<file path="src/rtl/ps2_kbd_fifo.sv">
`default_nettype none
// ---------------------------------------------------------------------------
// ps2_kbd_fifo : PS/2 keyboard receiver, E0/F0 prefix decoder and event FIFO
// Revision     : 1.0
// ---------------------------------------------------------------------------
module ps2_kbd_fifo #(
   parameter int FIFO_DEPTH     = 8,
   parameter int SYNC_STAGES    = 3,
   parameter int TIMEOUT_CYCLES = 20000
) (
   input  logic                          clk,
   input  logic                          reset_n,
   input  logic                          ps2_clk,
   input  logic                          ps2_data,
   output logic [9:0]                    out_data,
   output logic                          out_valid,
   input  logic                          out_ready,
   output logic [$clog2(FIFO_DEPTH):0]   level,
   output logic                          frame_err,
   output logic                          overflow,
   input  logic                          clear_ovf
);

   localparam int AW = $clog2(FIFO_DEPTH);
   localparam int TW = $clog2(TIMEOUT_CYCLES + 1);
   localparam logic [AW:0]   DEPTH_L = FIFO_DEPTH[AW:0];
   localparam logic [AW:0]   LVL_ONE = 1;
   localparam logic [AW-1:0] PTR_ONE = 1;
   localparam logic [TW-1:0] TO_MAX  = TIMEOUT_CYCLES[TW-1:0];
   localparam logic [TW-1:0] TO_ONE  = 1;
   localparam logic [3:0]    CNT_ONE = 4'd1;
   localparam logic [3:0]    CNT_LAST = 4'd10;

   // Encoding chosen so that the state bits are exactly {brk, ext}
   localparam logic [1:0] S_IDLE    = 2'b00;
   localparam logic [1:0] S_EXT     = 2'b01;
   localparam logic [1:0] S_BRK     = 2'b10;
   localparam logic [1:0] S_EXT_BRK = 2'b11;

   logic [SYNC_STAGES-1:0] kclk_sync_q, kclk_sync_d, kdat_sync_q, kdat_sync_d;
   logic                   kclk_prev_q, kclk_prev_d;
   logic [10:0]            shift_q, shift_d;
   logic [3:0]             cnt_q, cnt_d;
   logic [TW-1:0]          to_cnt_q, to_cnt_d;
   logic                   ferr_q, ferr_d;
   logic                   byte_vld_q, byte_vld_d;
   logic [7:0]             byte_q, byte_d;
   logic [1:0]             state_q, state_d;
   logic [9:0]             mem_q [FIFO_DEPTH];
   logic [9:0]             mem_d [FIFO_DEPTH];
   logic [AW-1:0]          wr_ptr_q, wr_ptr_d, rd_ptr_q, rd_ptr_d;
   logic [AW:0]            level_q, level_d;
   logic                   ovf_q, ovf_d;

   logic                   w_strobe, w_dat;
   logic [10:0]            w_frame;
   logic                   w_is_e0, w_is_f0, w_push, w_pop, w_accept;
   logic [9:0]             w_event;

   always_ff @(posedge clk or negedge reset_n) begin
      if (!reset_n) begin
         kclk_sync_q <= '1;
         kdat_sync_q <= '1;
         kclk_prev_q <= 1'b1;
         shift_q     <= '0;
         cnt_q       <= '0;
         to_cnt_q    <= '0;
         ferr_q      <= 1'b0;
         byte_vld_q  <= 1'b0;
         byte_q      <= '0;
         state_q     <= S_IDLE;
         mem_q       <= '{default: 10'd0};
         wr_ptr_q    <= '0;
         rd_ptr_q    <= '0;
         level_q     <= '0;
         ovf_q       <= 1'b0;
      end else begin
         kclk_sync_q <= kclk_sync_d;
         kdat_sync_q <= kdat_sync_d;
         kclk_prev_q <= kclk_prev_d;
         shift_q     <= shift_d;
         cnt_q       <= cnt_d;
         to_cnt_q    <= to_cnt_d;
         ferr_q      <= ferr_d;
         byte_vld_q  <= byte_vld_d;
         byte_q      <= byte_d;
         state_q     <= state_d;
         mem_q       <= mem_d;
         wr_ptr_q    <= wr_ptr_d;
         rd_ptr_q    <= rd_ptr_d;
         level_q     <= level_d;
         ovf_q       <= ovf_d;
      end
   end

   always_comb begin
      kclk_sync_d = {kclk_sync_q[SYNC_STAGES-2:0], ps2_clk};
      kdat_sync_d = {kdat_sync_q[SYNC_STAGES-2:0], ps2_data};
      kclk_prev_d = kclk_sync_q[SYNC_STAGES-1];
      w_strobe    = !kclk_sync_q[SYNC_STAGES-1] && kclk_prev_q;
      w_dat       = kdat_sync_q[SYNC_STAGES-1];
   end

   // Bit capture, frame check and mid-frame timeout
   always_comb begin
      shift_d    = shift_q;
      cnt_d      = cnt_q;
      to_cnt_d   = to_cnt_q;
      ferr_d     = 1'b0;
      byte_vld_d = 1'b0;
      byte_d     = byte_q;
      w_frame        = shift_q;
      w_frame[cnt_q] = w_dat;
      if (w_strobe) begin
         shift_d  = w_frame;
         to_cnt_d = '0;
         if (cnt_q == CNT_LAST) begin
            cnt_d = '0;
            if (!w_frame[0] && w_frame[10] && (^w_frame[9:1])) begin
               byte_vld_d = 1'b1;
               byte_d     = w_frame[8:1];
            end else begin
               ferr_d = 1'b1;
            end
         end else begin
            cnt_d = cnt_q + CNT_ONE;
         end
      end else if (cnt_q != '0) begin
         if (to_cnt_q == TO_MAX) begin
            cnt_d    = '0;
            to_cnt_d = '0;
            ferr_d   = 1'b1;
         end else begin
            to_cnt_d = to_cnt_q + TO_ONE;
         end
      end else begin
         to_cnt_d = '0;
      end
   end

   assign w_is_e0 = (byte_q == 8'hE0);
   assign w_is_f0 = (byte_q == 8'hF0);

   always_comb begin
      state_d = state_q;
      if (byte_vld_q) begin
         case (state_q)
            S_IDLE: begin
               if (w_is_e0)      state_d = S_EXT;
               else if (w_is_f0) state_d = S_BRK;
            end
            S_EXT: begin
               if (w_is_f0)       state_d = S_EXT_BRK;
               else if (!w_is_e0) state_d = S_IDLE;
            end
            S_BRK, S_EXT_BRK: begin
               if (!w_is_e0 && !w_is_f0) state_d = S_IDLE;
            end
            default: state_d = S_IDLE;
         endcase
      end
   end

   always_comb begin
      w_push  = byte_vld_q && !w_is_e0 && !w_is_f0;
      w_event = {state_q, byte_q};
   end

   // FIFO: a pop in the same cycle frees the slot for a push at full
   always_comb begin
      w_pop    = (level_q != '0) && out_ready;
      w_accept = w_push && ((level_q != DEPTH_L) || w_pop);
      mem_d    = mem_q;
      wr_ptr_d = wr_ptr_q;
      rd_ptr_d = rd_ptr_q;
      level_d  = level_q;
      if (w_accept) begin
         mem_d[wr_ptr_q] = w_event;
         wr_ptr_d        = wr_ptr_q + PTR_ONE;
      end
      if (w_pop) begin
         rd_ptr_d = rd_ptr_q + PTR_ONE;
      end
      if (w_accept && !w_pop) begin
         level_d = level_q + LVL_ONE;
      end else if (w_pop && !w_accept) begin
         level_d = level_q - LVL_ONE;
      end
      if (w_push && !w_accept) begin
         ovf_d = 1'b1;
      end else if (clear_ovf) begin
         ovf_d = 1'b0;
      end else begin
         ovf_d = ovf_q;
      end
   end

   assign out_data  = mem_q[rd_ptr_q];
   assign out_valid = (level_q != '0);
   assign level     = level_q;
   assign frame_err = ferr_q;
   assign overflow  = ovf_q;

endmodule
`default_nettype wire

</file>
<file path="config.mk">
export PLATFORM = sky130hd
export DESIGN_NAME = ps2_kbd_fifo
export DESIGN_NICKNAME = d
export VERILOG_FILES = /design/src/rtl/ps2_kbd_fifo.sv
export SDC_FILE = /design/constraint.sdc
export NUM_CORES = 1
export LEC_CHECK = 0
export ABC_AREA = 1
export ABC_CLOCK_PERIOD_IN_PS = 6000
export CORE_UTILIZATION = 65
export DETAILED_ROUTE_END_ITERATION = 16
export GPL_TIMING_DRIVEN = 0
export HOLD_SLACK_MARGIN = 0.1
export PLACE_DENSITY = 0.84
export SYNTH_ARGS = -nofsm -noshare
export SYNTH_HDL_FRONTEND = slang
export SYNTH_SLANG_ARGS = --single-unit
</file>
<file path="constraint.sdc">
create_clock -name clk -period 6 [get_ports clk]
set_input_delay 1.2 -clock clk [delete_from_list [all_inputs] [get_ports clk]]
set_output_delay 1.2 -clock clk [all_outputs]
set_load 0.05 [all_outputs]
</file>
-- After elaboration in Yosys (flattened, before gate mapping)
Cells that the tools add are included.
Widths: inputs -> output; s select.
- flip-flop bits (word level): 140
- latch bits: 0
- memory bits (writable): 0
- ROM bits: 0
- input port bits: 6
- output and inout bits: 17
- logic and storage cells: 112
- memories: 0
- add/subtract/negate cells: 6
- $mul: 0
- divide/modulo/power cells: 0
- magnitude comparators: 5
- equality and inequality tests: 11
- shifts and indexed selects: 0
- multiplexer cells: 34
- bitwise operators: 2
- reduce and logical (&&, ||, !) cells: 32
- operators with widths (cell ; count):
    $bwmux 80 ; 1
    $mux 15 ; 3
    $bmux 10 s3 ; 1
    $demux 10 s3 ; 1
    $mux 10 ; 3
    $mux 4 ; 6
    $eq 8x8->1 const B ; 2
    $add 15x1->15 const B ; 1
    $eq 15x15->1 const B ; 1
    $logic_and 1x1->1 ; 13
    $bwmux 11 ; 1
    $mux 1 ; 11
    $mux 2 ; 5
    $reduce_xor 9->1 ; 1
    $add 4x1->4 const B ; 2
    $ge 4x4->1 const B ; 2
    $not 3->4 ; 2
    $reduce_bool 2->1 ; 4
    $reduce_bool 4->1 ; 2
    $add 3x1->3 const B ; 2
    $logic_not 1->1 ; 6
    $ne 3x3->1 const B ; 2
    $pmux 2 s3 ; 1
    $lt 4x5->1 const B ; 1
    other kinds (15) ; 16

-- Depth between registers and ports, before layout
- word-level depth: 11
- gate-level depth with buffers: 16
- gate-level depth less buffers: 16

-- Worst setup path after synthesis
No wires, ideal clock.
- kind: input port to flip-flop
- start point: input out_ready
- end point: register level_q[3] (netlist: level[3])
- library setup time: 0.145 ns
- data arrival time: 2.942 ns
- required time: 5.855 ns
- setup slack: 2.913 ns
- cell stages on the path: 14
- buffers on the path: 1
- cells stage by stage: nand2_2 nand4_1 inv_2 nor3_2 buf_4 ha_1 inv_1 ha_1 a21o_1 a21oi_1 nand2_1 nand2_1 nor2_1 xor2_1
- word-level cells in the longest chain between the ends: 6
- elaborated cells on any way between the ends: 9
- those cells by class: mux: 1; reduce/logical: 8
- RTL lines (element ; RTL line ; source):
    from (decl) ; 17 ; input logic out_ready,
    $logic_and 1x1->1 (*) ; 171 ; w_pop = (level_q != '0) && out_ready;
    $logic_or 1x1->1 (*) ; 172 ; w_accept = w_push && ((level_q != DEPTH_L) || w_pop);
    $logic_and 1x1->1 (*) ; 172 ;
    net w_accept ; 57 ; logic w_is_e0, w_is_f0, w_push, w_pop, w_accept;
    $logic_not 1->1 ; 186 ; end else if (w_pop && !w_accept) begin
    $logic_and 1x1->1 ; 186 ;
    $reduce_bool 2->1 (no line) ; -- ;
    to (signal assigned) ; 91 ; level_q <= level_d;
    to (decl) ; 52 ; logic [AW:0] level_q, level_d;
The timed path passes the listed nets; every way through them passes the cells marked *.
A chain may end at the register's enable or synchronous reset.

-- Final worst setup path
- start point: register rd_ptr_q[0]
- end point: output out_data[5]
- word-level cells in the longest chain between the ends: 4
- RTL lines (element ; RTL line ; source):
    from (decl) ; 51 ; logic [AW-1:0] wr_ptr_q, wr_ptr_d, rd_ptr_q, rd_ptr_d;
    from (signal assigned) ; 90 ; rd_ptr_q <= rd_ptr_d;
    $not 3->4 (not written as such) ; 198 ; assign out_data = mem_q[rd_ptr_q];
    $bmux 10 s3 ; 198 ;
    $mux 10 (not written as such) (2 in a row) ; 198 ;
    to (decl) ; 15 ; output logic [9:0] out_data,
Every way passes these cells. The select of a mux whose other input is x is not followed.

==> qor.csv <==
stage;metric;value;unit
final_layout;Net count, final;874;
setup_path;crit path kind;flop to primary output;
routing;wire length per cell;16.6;um
routing;DR vias;5908;
synth;sequential share of the synthesized area;0.526;
floorplanning;I/O Pins;23;
placement;PortBufs;22;
setup_path;Worst setup EP type;primary output;
pwr;combinational share of power;0.378;
min_path;Hold Path End;kclk_sync_q[2];
min_path;Hold Crit Start;kclk_sync_q[1];
global_routing;grt peak-use layer;met2;
placement;Placed Area;0.00709;mm^2
timing;RSZ-0062 raised after global routing;false;
pwr;Switching Share;0.393;
pwr;Pleak;0.00352;uW
synth;Yosys reg bits;140;
routing;first-iteration detailed-routing DRC count;357;
setup_path;Reg2Reg Depth;16;
setup_path;flop-to-flop setup slack;3.02;ns
clock_network;CTS H-tree lvls;4;
global_routing;Overall Global Routing Usage;0.345;
timing;Period minus WS final;4.24;ns
setup_path;Crit-path slowest cell;clkdlybuf4s50_1;
min_path;WHS Path Cells;0;
floorplanning;Die Area;0.0107;mm^2
clock_network;CTS Sinks;140;
routing;first-pass detailed-route iteration total;5;
synth;Post-synth EDFFs;0;
placement;Final GP Congestion;0.985;
routing;total wire length;16700;um
routing;post-route ant nets;0;
global_routing;grt ovf;0;
pwr;sequential cell fraction of total power;0.304;
clock_network;post_cts resized;0;
final_layout;final instance area;0.00773;mm^2
pwr;Psw;1390;uW
setup_path;worst path required time;4.80;ns
setup_path;CP Launch Type;flop;
timing;Final Max Slew Viols;0;
run;# Max-Cap Violations;0;
clock_network;postcts setup bufs;0;
setup_path;reg-to-reg endpoint;level[3];
synth;leading area contributor after synthesis;dfrtp_1;
synth;most common flop cell mapped by yosys;dfrtp_1;
setup_path;critical path cell sequence;inv_1, clkbuf_1, nor2_1, o22ai_1, nor2_1, a31oi_1, clkdlybuf4s50_1;
setup_path;crit-path max FO;10;
floorplanning;# rows;36;
pwr;pwr dens;459;mW/mm^2
synth;Mapped Nets;832;
final_layout;share of cells above drive strength 1;0.0813;
routing;drt drc;0;
global_routing;number of global-route vias before repair;5764;
clock_network;# hold bufs at CTS;0;
timing;worst hold margin;0.356;ns
synth;yosys warns;0;
timing;final worst setup slack;1.76;ns
final_layout;synthesis-to-layout area growth;15.8;%
clock_network;Root Buffer Master;clkbuf_8;
timing;Final Skew;0.00746;ns
clock_network;CTS Buffer Depth;2;
global_routing;GR Util met3;0.0753;
clock_network;clock-pin slew on the worst setup and hold paths;0.06;ns
final_layout;Fill cells;675;
timing;slew margin rel.;0.645;
setup_path;CP peak stage delay;0.84;ns
global_routing;GR Util met2;0.575;
pwr;Clock power frac;0.318;
synth;share of the synthesized area in the top cell type;0.498;
timing;Slew @ Worst Pin;0.530;ns
final_layout;area of the multi-input gates;0.00278;mm^2
placement;dpl hpwl;11500;um
floorplanning;initial core utilization;0.677;
placement;Post-Place Setup Slack;2.05;ns
final_layout;diode count;0;
pwr;overall power;3550;uW
synth;FFs w/ async S/R, synth;1.00;
global_routing;largest net degree at the start of global routing;101;
synth;post-synthesis cell count;818;
global_routing;met1 usage;0.422;
global_routing;first-pass GRT wire length;27500;um
final_layout;Reg area;0.00351;mm^2
timing;Fmax;0.236;GHz
final_layout;Finished Core Util;0.784;
clock_network;clk_lat worst skew;0.54;ns
setup_path;crit path DAT;3.04;ns
setup_path;Most common cell on crit path;nor2_1;
clock_network;Num CTS Buffers;17;
pwr;IR drop worst, VDD;0.458;mV
global_routing;initial antenna violation count;0;
floorplanning;Die Wd;103;um
min_path;Worst Hold Class;flop to flop;
floorplanning;chip height;103;um
setup_path;worst r2r src;level[0];
floorplanning;core area;0.00986;mm^2
pwr;internal power;2150;uW
timing;Final Cycle Share;0.707;
synth;mapped cell area;0.00668;mm^2
synth;syn avg cell area;8.16;um^2
timing;Hold Violations, Final;0;
synth;number of distinct library cells after synthesis;39;
routing;vias per inst;5.87;
synth;leading post-synthesis cells by cell area;dfrtp_1 50%, nand2_1 12%, o21ai_0 11%;
status;status;completed;
timing;# setup viols final;0;
clock_network;CTS tree;done;
==> state kept, by name, indices dropped and copies added, names as in the netlist <==
register	count
mem_q	80
to_cnt_q	15
shift_q	11
byte_q	8
cnt_q	4
level	4
kclk_sync_q	3
kdat_sync_q	3
rd_ptr_q	3
wr_ptr_q	3
state_q	2
byte_vld_q	1
frame_err	1
kclk_prev_q	1
overflow	1
==> worst max-delay path, delay by kind of cell (launching register included) <==
kind / cells / cell delay, ns
compound gates: 2 / 0.54
simple gates: 2 / 0.17
flops: 1 / 0.44
buf+inv: 3 / 1.35
==> cell usage in the layout (no fill, tap or decap), types with 16 or more instances in the layout <==
master / netlist / layout
clkdlybuf4s50_1: 0 / 21
o21ai_0: 147 / 147
nand3_1: 20 / 20
nor2_1: 96 / 96
dfrtp_1: 133 / 133
clkbuf_16: 0 / 16
nand4_1: 26 / 26
clkbuf_1: 22 / 23
inv_1: 58 / 58
nand2_1: 211 / 211
==> layout make-up <==
cell class                      count  share of cell area
Timing Repair Buffer               23              0.0322
Clock inverter                     14              0.0283
Clock buffer                       18              0.0541
Tap cell                          133              0.0215
Sequential cell                   140               0.454
Buffer                             35              0.0196
Inverter                           63              0.0308
Multi-Input combinational cell    580               0.359
==> metrics by stage <==
stage / std cells / setup TNS [ns]
finish: 1006 / 0
global route: 1006 / 0
CTS: 1006 / 0
detailed placement: 974 / 0
global placement: 973 / -194.72
floorplan: 818 / 0
==> Yosys cell counts (2+ instances only) <==
cell type and number:
clkbuf_1 22, a21oi_1 10, nand2_1 211, inv_2 3
nor2_1 96, nand4_1 26, nand2_2 5, xor2_1 6
inv_1 58, nor3_1 4, dfrtp_1 133, nand3_1 20
buf_4 2, a31oi_1 11, o21ai_1 4, o21ai_0 147
xnor2_1 3, ha_1 7, o22ai_1 11, dfstp_2 7
nand3_2 2, clkbuf_2 5, nor4_1 2, nor2_4 4
buf_2 5
==> logic make-up (layout without fill, tap and decap cells) <==
| family | after synthesis | after routing | share of synthesized area |
|---|---|---|---|
| AOI/OAI and AO/OA | 188 | 188 | 0.149 |
| xor gates and xnor gates | 9 | 9 | 0.0118 |
| adders and majority gates | 8 | 8 | 0.0161 |
| buffers and inverters | 98 | 153 | 0.0583 |
| DFF | 140 | 140 | 0.526 |
| and+or+nand+nor | 375 | 375 | 0.239 |
==> how the worst max path moves through the flow <==
stage | start | end | depth (start not counted)
6_report | rd_ptr_q[0] | out_data[5] | 7
5_1_grt | rd_ptr_q[0] | out_data[1] | 7
4_1_cts | rd_ptr_q[0] | out_data[5] | 7
3_5_place_dp | out_ready | level[3] | 15
3_3_place_gp | reset_n | to_cnt_q[6] | 1
2_1_floorplan | out_ready | level[3] | 14
==> metal layers <==
metal | wire length (um) | up-vias
li1 | - | 2783
met1 | 6710 | 2824
met2 | 8240 | 254
met3 | 1070 | 47
met4 | 632 | 0
met5 | 0 | -
==> power groups by stage <==
stage	logic, uW	clock network [uW]	registers, uW
4_1_cts	1330	1130	1080
3_5_place_dp	1320	0	1090
2_1_floorplan	906	0	1130
6_report	1340	1130	1080
5_1_grt	1460	1170	1090
3_3_place_gp	1270	0	1090
No activity file was read; power rests on OpenSTA's default activity.
==> RTL change 1, RTL diff (same settings) <==
The parameter `TIMEOUT_CYCLES` goes from 20000 to 10000.
--- a/src/rtl/ps2_kbd_fifo.sv
+++ b/src/rtl/ps2_kbd_fifo.sv
@@ -6,7 +6,7 @@
 module ps2_kbd_fifo #(
    parameter int FIFO_DEPTH     = 8,
    parameter int SYNC_STAGES    = 3,
-   parameter int TIMEOUT_CYCLES = 20000
+   parameter int TIMEOUT_CYCLES = 10000
 ) (
    input  logic                          clk,
    input  logic                          reset_n,
Function: same outputs for any inputs over 10 cycles, from zero or initial values and one cycle with reset_n low; that may be too few to reach the edited logic, so the function may still have changed.
==> RTL change 1 against the original RTL <==
Die area fell by 1.2%; count of clock-buffer cells in the layout increased by 5; wire length shrank 3.0%; synthesized cell count down 1.5%; setup slack improved by 0.075 ns; synthesized area shrank 1.2%; design area is 2.2% lower; clock skew decreased by 0.0026 ns; clock power decreased by 14%; total power up 0.28%; global-route usage down 1.7 points; worst hold slack about the same; sequential cell count decreased by 1.
==> RTL change 1: results (changes against the original RTL) <==
[outcome]
status = finished clean  ; unchanged

[synth]
seq_area_frac_synth_pct = 52.87  ; was 52.60%
synth_top_area_share_pct = 50.09  ; was 49.84%
synthesis.instances = 806  ; was 818
synth_common_cells = 208 x nand2_1, 141 x o21ai_0, 132 x dfrtp_1  ; was 211 x nand2_1, 147 x o21ai_0, 133 x dfrtp_1
post_synth_main_area_contributors = dfrtp_1 50%, nand2_1 12%, o21ai_0 11%  ; unchanged
postSynthNetCount = 820  ; was 832

[grt]
grt_util_all_layers_pct = 32.78  ; was 34.50%
number_of_global_route_vias_before_repair = 5463  ; was 5764
grt_start_max_net_pins = 88  ; was 101

[power]
vdd_drop_max_mv = 0.3625  ; was 0.4580 mV
p_leak_uw = 0.003498  ; was 0.003518 µW
p_int_uw = 2083  ; was 2155 µW

[min_path]
holdCritStartpoint = kdat_sync_q[1]  ; was kclk_sync_q[1]
worstHoldEndpoint = kdat_sync_q[2]  ; was kclk_sync_q[2]

[placed_design]
numPlacedInstances = 962  ; was 974
place.gp.congestion = 0.9103  ; was 0.9847
dp_slack_ns = 2.307  ; was 2.053 ns
hpwl_mm = 10.59  ; was 11.50 mm
dpl-instance-area_um2 = 7010  ; was 7093 µm²

[final_layout]
layout-drive-gt1-share_pct = 8.265  ; was 8.133%
stdcell_count = 992  ; was 1006
top_regs = mem_q: 80 flops, to_cnt_q: 14 flops, shift_q: 11 flops  ; was mem_q: 80 flops, to_cnt_q: 15 flops, shift_q: 11 flops
fillCellCount = 676  ; was 675
layout.nets = 862  ; was 874

[critical_path]
cp.arrival_ns = 2.97  ; was 3.04 ns
crit_path_max_incr_delay_ns = 0.83
cp_slowest_cell = clkdlybuf4s50_1  ; unchanged
number_of_cells_traversed_by_the_worst_register_to_register_path = 18  ; was 16
r2r_setup_slack_ns = 2.77  ; was 3.02 ns
worst_r2r_startpoint = byte_q[3]  ; was level[0]
critical_path.top_delay_family = buffers and inverters  ; unchanged

[drt]
detail_route.vias_per_cell = 5.784  ; was 5.873
drt-initial-drc-count = 401  ; was 357
wl_mm = 16.16  ; was 16.66 mm

[timing]
timing.clock.skew_ns = 0.004824  ; was 0.007456 ns
worst-slew-pin-transition_ns = 0.5334  ; was 0.5301 ns

[clock_tree]
cts_max_level = 4  ; unchanged

-- RTL change 1: cell count changes in the layout (fill, tap and decap cells not counted), sizes merged, moves of 2 or more --
cell | unedited run | this run
nand4 | 26 | 20
nor3 | 5 | 3
nand3 | 23 | 29
nand2 | 217 | 211
o221a | 0 | 2
inv | 62 | 58
clkbuf | 45 | 48
nor2 | 100 | 107
a21oi | 10 | 6
buf | 10 | 12
o21ai | 151 | 148
clkinv | 8 | 5
bufinv | 5 | 1
-- RTL change 1: cell families (layout without fill, tap and decap cells) --
family / count (synthesis) / in the layout / share of synthesized area [%]
compound gates: 183 / 183 / 14.95
xor+xnor: 9 / 9 / 1.195
fa+ha+maj: 8 / 8 / 1.632
buf+inv: 94 / 147 / 5.635
flops: 139 / 139 / 52.87
simple gates: 373 / 373 / 23.71
-- RTL change 1: layer usage --
layer / vias to the layer above / GRT usage [%] / share of wire (%)
met3: 45 / 8.746 / 6.3
met1: 2735 / 40.03 / 41
met5: - / 0 / 0
li1: 2744 / - / -
met4: 0 / 15.49 / 3.7
met2: 214 / 54.46 / 50
-- RTL change 1: cell type report --
type	instances	share of cell area, %
sequential	139	46.11
tap	133	2.201
timing repair buffer	23	3.293
inverter	59	2.929
multi-input combinational	573	36.18
clock inverter	7	0.8604
clock buffer	23	6.436
buffer	35	1.985
-- RTL change 1: power by group through the flow --
| stage | sequential (µW) | clock, µW | combinational, µW |
|---|---|---|---|
| after floorplan | 1160 | 0 | 1010 |
| after global placement | 1120 | 0 | 1400 |
| after detailed placement | 1120 | 0 | 1440 |
| after CTS | 1110 | 979 | 1460 |
| after global routing | 1120 | 1020 | 1610 |
| final | 1110 | 971 | 1480 |
-- RTL change 1: worst max path at each step --
stage                      startpoint  slack [ns]          end  depth (start not counted)
after floorplan           rd_ptr_q[0]        2.93  out_data[0]                          6
after global placement        reset_n       -1.50   shift_q[1]                          1
after detailed placement    out_ready        2.31     level[3]                         15
after CTS                 rd_ptr_q[0]        1.84  out_data[8]                          7
after global routing      rd_ptr_q[0]        1.64  out_data[6]                          7
final                     rd_ptr_q[0]        1.83  out_data[6]                          7
-- RTL change 1: metrics by stage --
stage	power [µW]	hold slack [ns]	util, %
final	3558	0.3552	77.01
after global routing	3759	0.3563	77.01
after CTS	3551	0.3553	77.01
after detailed placement	2568	0.3468	71.39
after global placement	2521	0.3454	71.10
after floorplan	2167	0.3452	-
==> RTL change 2, RTL diff (config.mk and constraints unchanged) <==
Made on the original files. Reset style: synchronous (`reset_n`), changed in one clocked block.
--- a/src/rtl/ps2_kbd_fifo.sv
+++ b/src/rtl/ps2_kbd_fifo.sv
@@ -57,7 +57,7 @@
    logic                   w_is_e0, w_is_f0, w_push, w_pop, w_accept;
    logic [9:0]             w_event;
 
-   always_ff @(posedge clk or negedge reset_n) begin
+   always_ff @(posedge clk) begin
       if (!reset_n) begin
          kclk_sync_q <= '1;
          kdat_sync_q <= '1;
Formal check against the unedited RTL: no difference found for any inputs over 10 cycles, from zero or initial values and one cycle with reset_n low; that may be too few to reach the edited logic, so the function may still have changed.
==> RTL change 2 against the original RTL <==
Total power is 20% lower; design area is 3.4% lower; setup slack improved by 0.17 ns; synthesized area decreased by 2.7%; first-iteration DRC count is 66% higher; wire length grew 8.6%; global-route usage rose by 1.8 points; combinational power is 41% lower; core utilization decreased by 1.6 points; register-to-register slack got worse by 0.28 ns; critical path depth up 1; critical path type unchanged; sequential cell count unchanged; final cell count up 11%.
==> RTL change 2: results (changes against the original RTL) <==
[outcome]
status = finished clean  ; unchanged

[power]
p_sw_share_pct = 34.69  ; was 39.27%
powerSeq_uw = 985  ; was 1080 µW
vdd_drop_max_mv = 0.3240  ; was 0.4580 mV
total_switching_power_uw = 982.2  ; was 1393 µW
p_leak_uw = 0.002802  ; was 0.003518 µW
clock_power_uw = 1060  ; was 1130 µW

[critical_path]
worst_r2r_startpoint = byte_q[5]  ; was level[0]
crit-reg2reg-capture = level[3]  ; unchanged
crit_path_end = out_data[6]  ; was out_data[5]
cp.arrival_ns = 2.87  ; was 3.04 ns
setup.worst_path.start = rd_ptr_q[0]  ; unchanged
r2r_setup_slack_ns = 2.74  ; was 3.02 ns

[final_layout]
layout-drive-gt1-share_pct = 7.849  ; was 8.133%
layout.nets = 982  ; was 874
fillCellCount = 732  ; was 675

[placed_design]
dp_slack_ns = 2.119  ; was 2.053 ns
dpl-instance-area_um2 = 6875  ; was 7093 µm²
numPlacedInstances = 1082  ; was 974
place.gp.congestion = 0.9870  ; was 0.9847
hpwl_mm = 12.10  ; was 11.50 mm

[drt]
wl_mm = 18.08  ; was 16.66 mm
drt-initial-drc-count = 591  ; was 357
num_vias = 6555  ; was 5908

[timing]
timing.clock.skew_ns = 0.01008  ; was 0.007456 ns
setup_slack_ns = 1.932  ; was 1.759 ns
fin_hold_ws_ns = 0.4113  ; was 0.3556 ns
slew-limit-headroom_pct = 46.36  ; was 64.55%

[synth]
synth_common_cells = 169 x nand2_1, 140 x dfxtp_1, 139 x a21oi_1  ; was 211 x nand2_1, 147 x o21ai_0, 133 x dfrtp_1
ys_async_rst_share_pct = 0  ; was 100.0%
synth_area_per_cell_um2 = 7.003  ; was 8.163 µm²
seq_area_frac_synth_pct = 43.13  ; was 52.60%
postSynthNetCount = 942  ; was 832
post_synth_main_area_contributors = dfxtp_1 43%, a21oi_1 11%, nand2_1 9.8%  ; was dfrtp_1 50%, nand2_1 12%, o21ai_0 11%

[grt]
grt_first_pass_wirelength_mm = 28.70  ; was 27.53 mm
grt_util_all_layers_pct = 36.33  ; was 34.50%
number_of_global_route_vias_before_repair = 5942  ; was 5764

RTL change 2: cell types whose count changed after synthesis, sizes merged, moves of 7 or more:
cell,change
nand4,-10
nand2,-41
dfxtp,+140
a21oi,+129
or2,+7
nand3,+30
dfrtp,-133
dfstp,-7
buf,+8
o21ai,-46
nor2,-36
clkbuf,+12
inv,+58
RTL change 2: cells by family after synthesis:
| family | Yosys count | share of synthesized area [%] |
|---|---|---|
| XOR/XNOR | 3 | 0.4044 |
| flip-flops | 140 | 43.13 |
| buffers and inverters | 175 | 10.45 |
| AO/OA/AOI/OAI | 269 | 21.58 |
| AND/OR/NAND/NOR | 333 | 22.78 |
| adder cells (fa/ha/maj) | 8 | 1.656 |
RTL change 2: worst min-delay path by stage:
stage | startpoint | endpoint | cells after the start
detailed placement | kclk_sync_q[1] | kclk_sync_q[2] | 1
CTS | kclk_sync_q[1] | kclk_sync_q[2] | 1
global route | kclk_sync_q[0] | kclk_sync_q[1] | 1
global placement | kdat_sync_q[1] | kdat_sync_q[2] | 1
finish | kclk_sync_q[1] | kclk_sync_q[2] | 1
floorplan | kclk_sync_q[0] | kclk_sync_q[1] | 1
RTL change 2: cell type report:
| class | instances | area, µm² | share of cell area [%] |
|---|---|---|---|
| clock inverters | 10 | 140.1 | 1.876 |
| repair buffers | 21 | 210.2 | 2.815 |
| well taps | 133 | 166.4 | 2.228 |
| clock buffers | 22 | 452.9 | 6.065 |
| flip-flops and latches | 140 | 2803 | 37.53 |
| inverters | 120 | 450.4 | 6.031 |
| multi-input cells | 613 | 3017 | 40.39 |
| plain buffers | 55 | 229.0 | 3.066 |
RTL change 2: per-layer routing:
layer	global-route usage (%)	vias to the layer above	part of all wire (%)
li1	-	3131	-
met1	48.80	2987	42
met2	55.76	363	45
met3	7.592	74	9.5
met4	17.58	0	3.8
met5	0	-	0
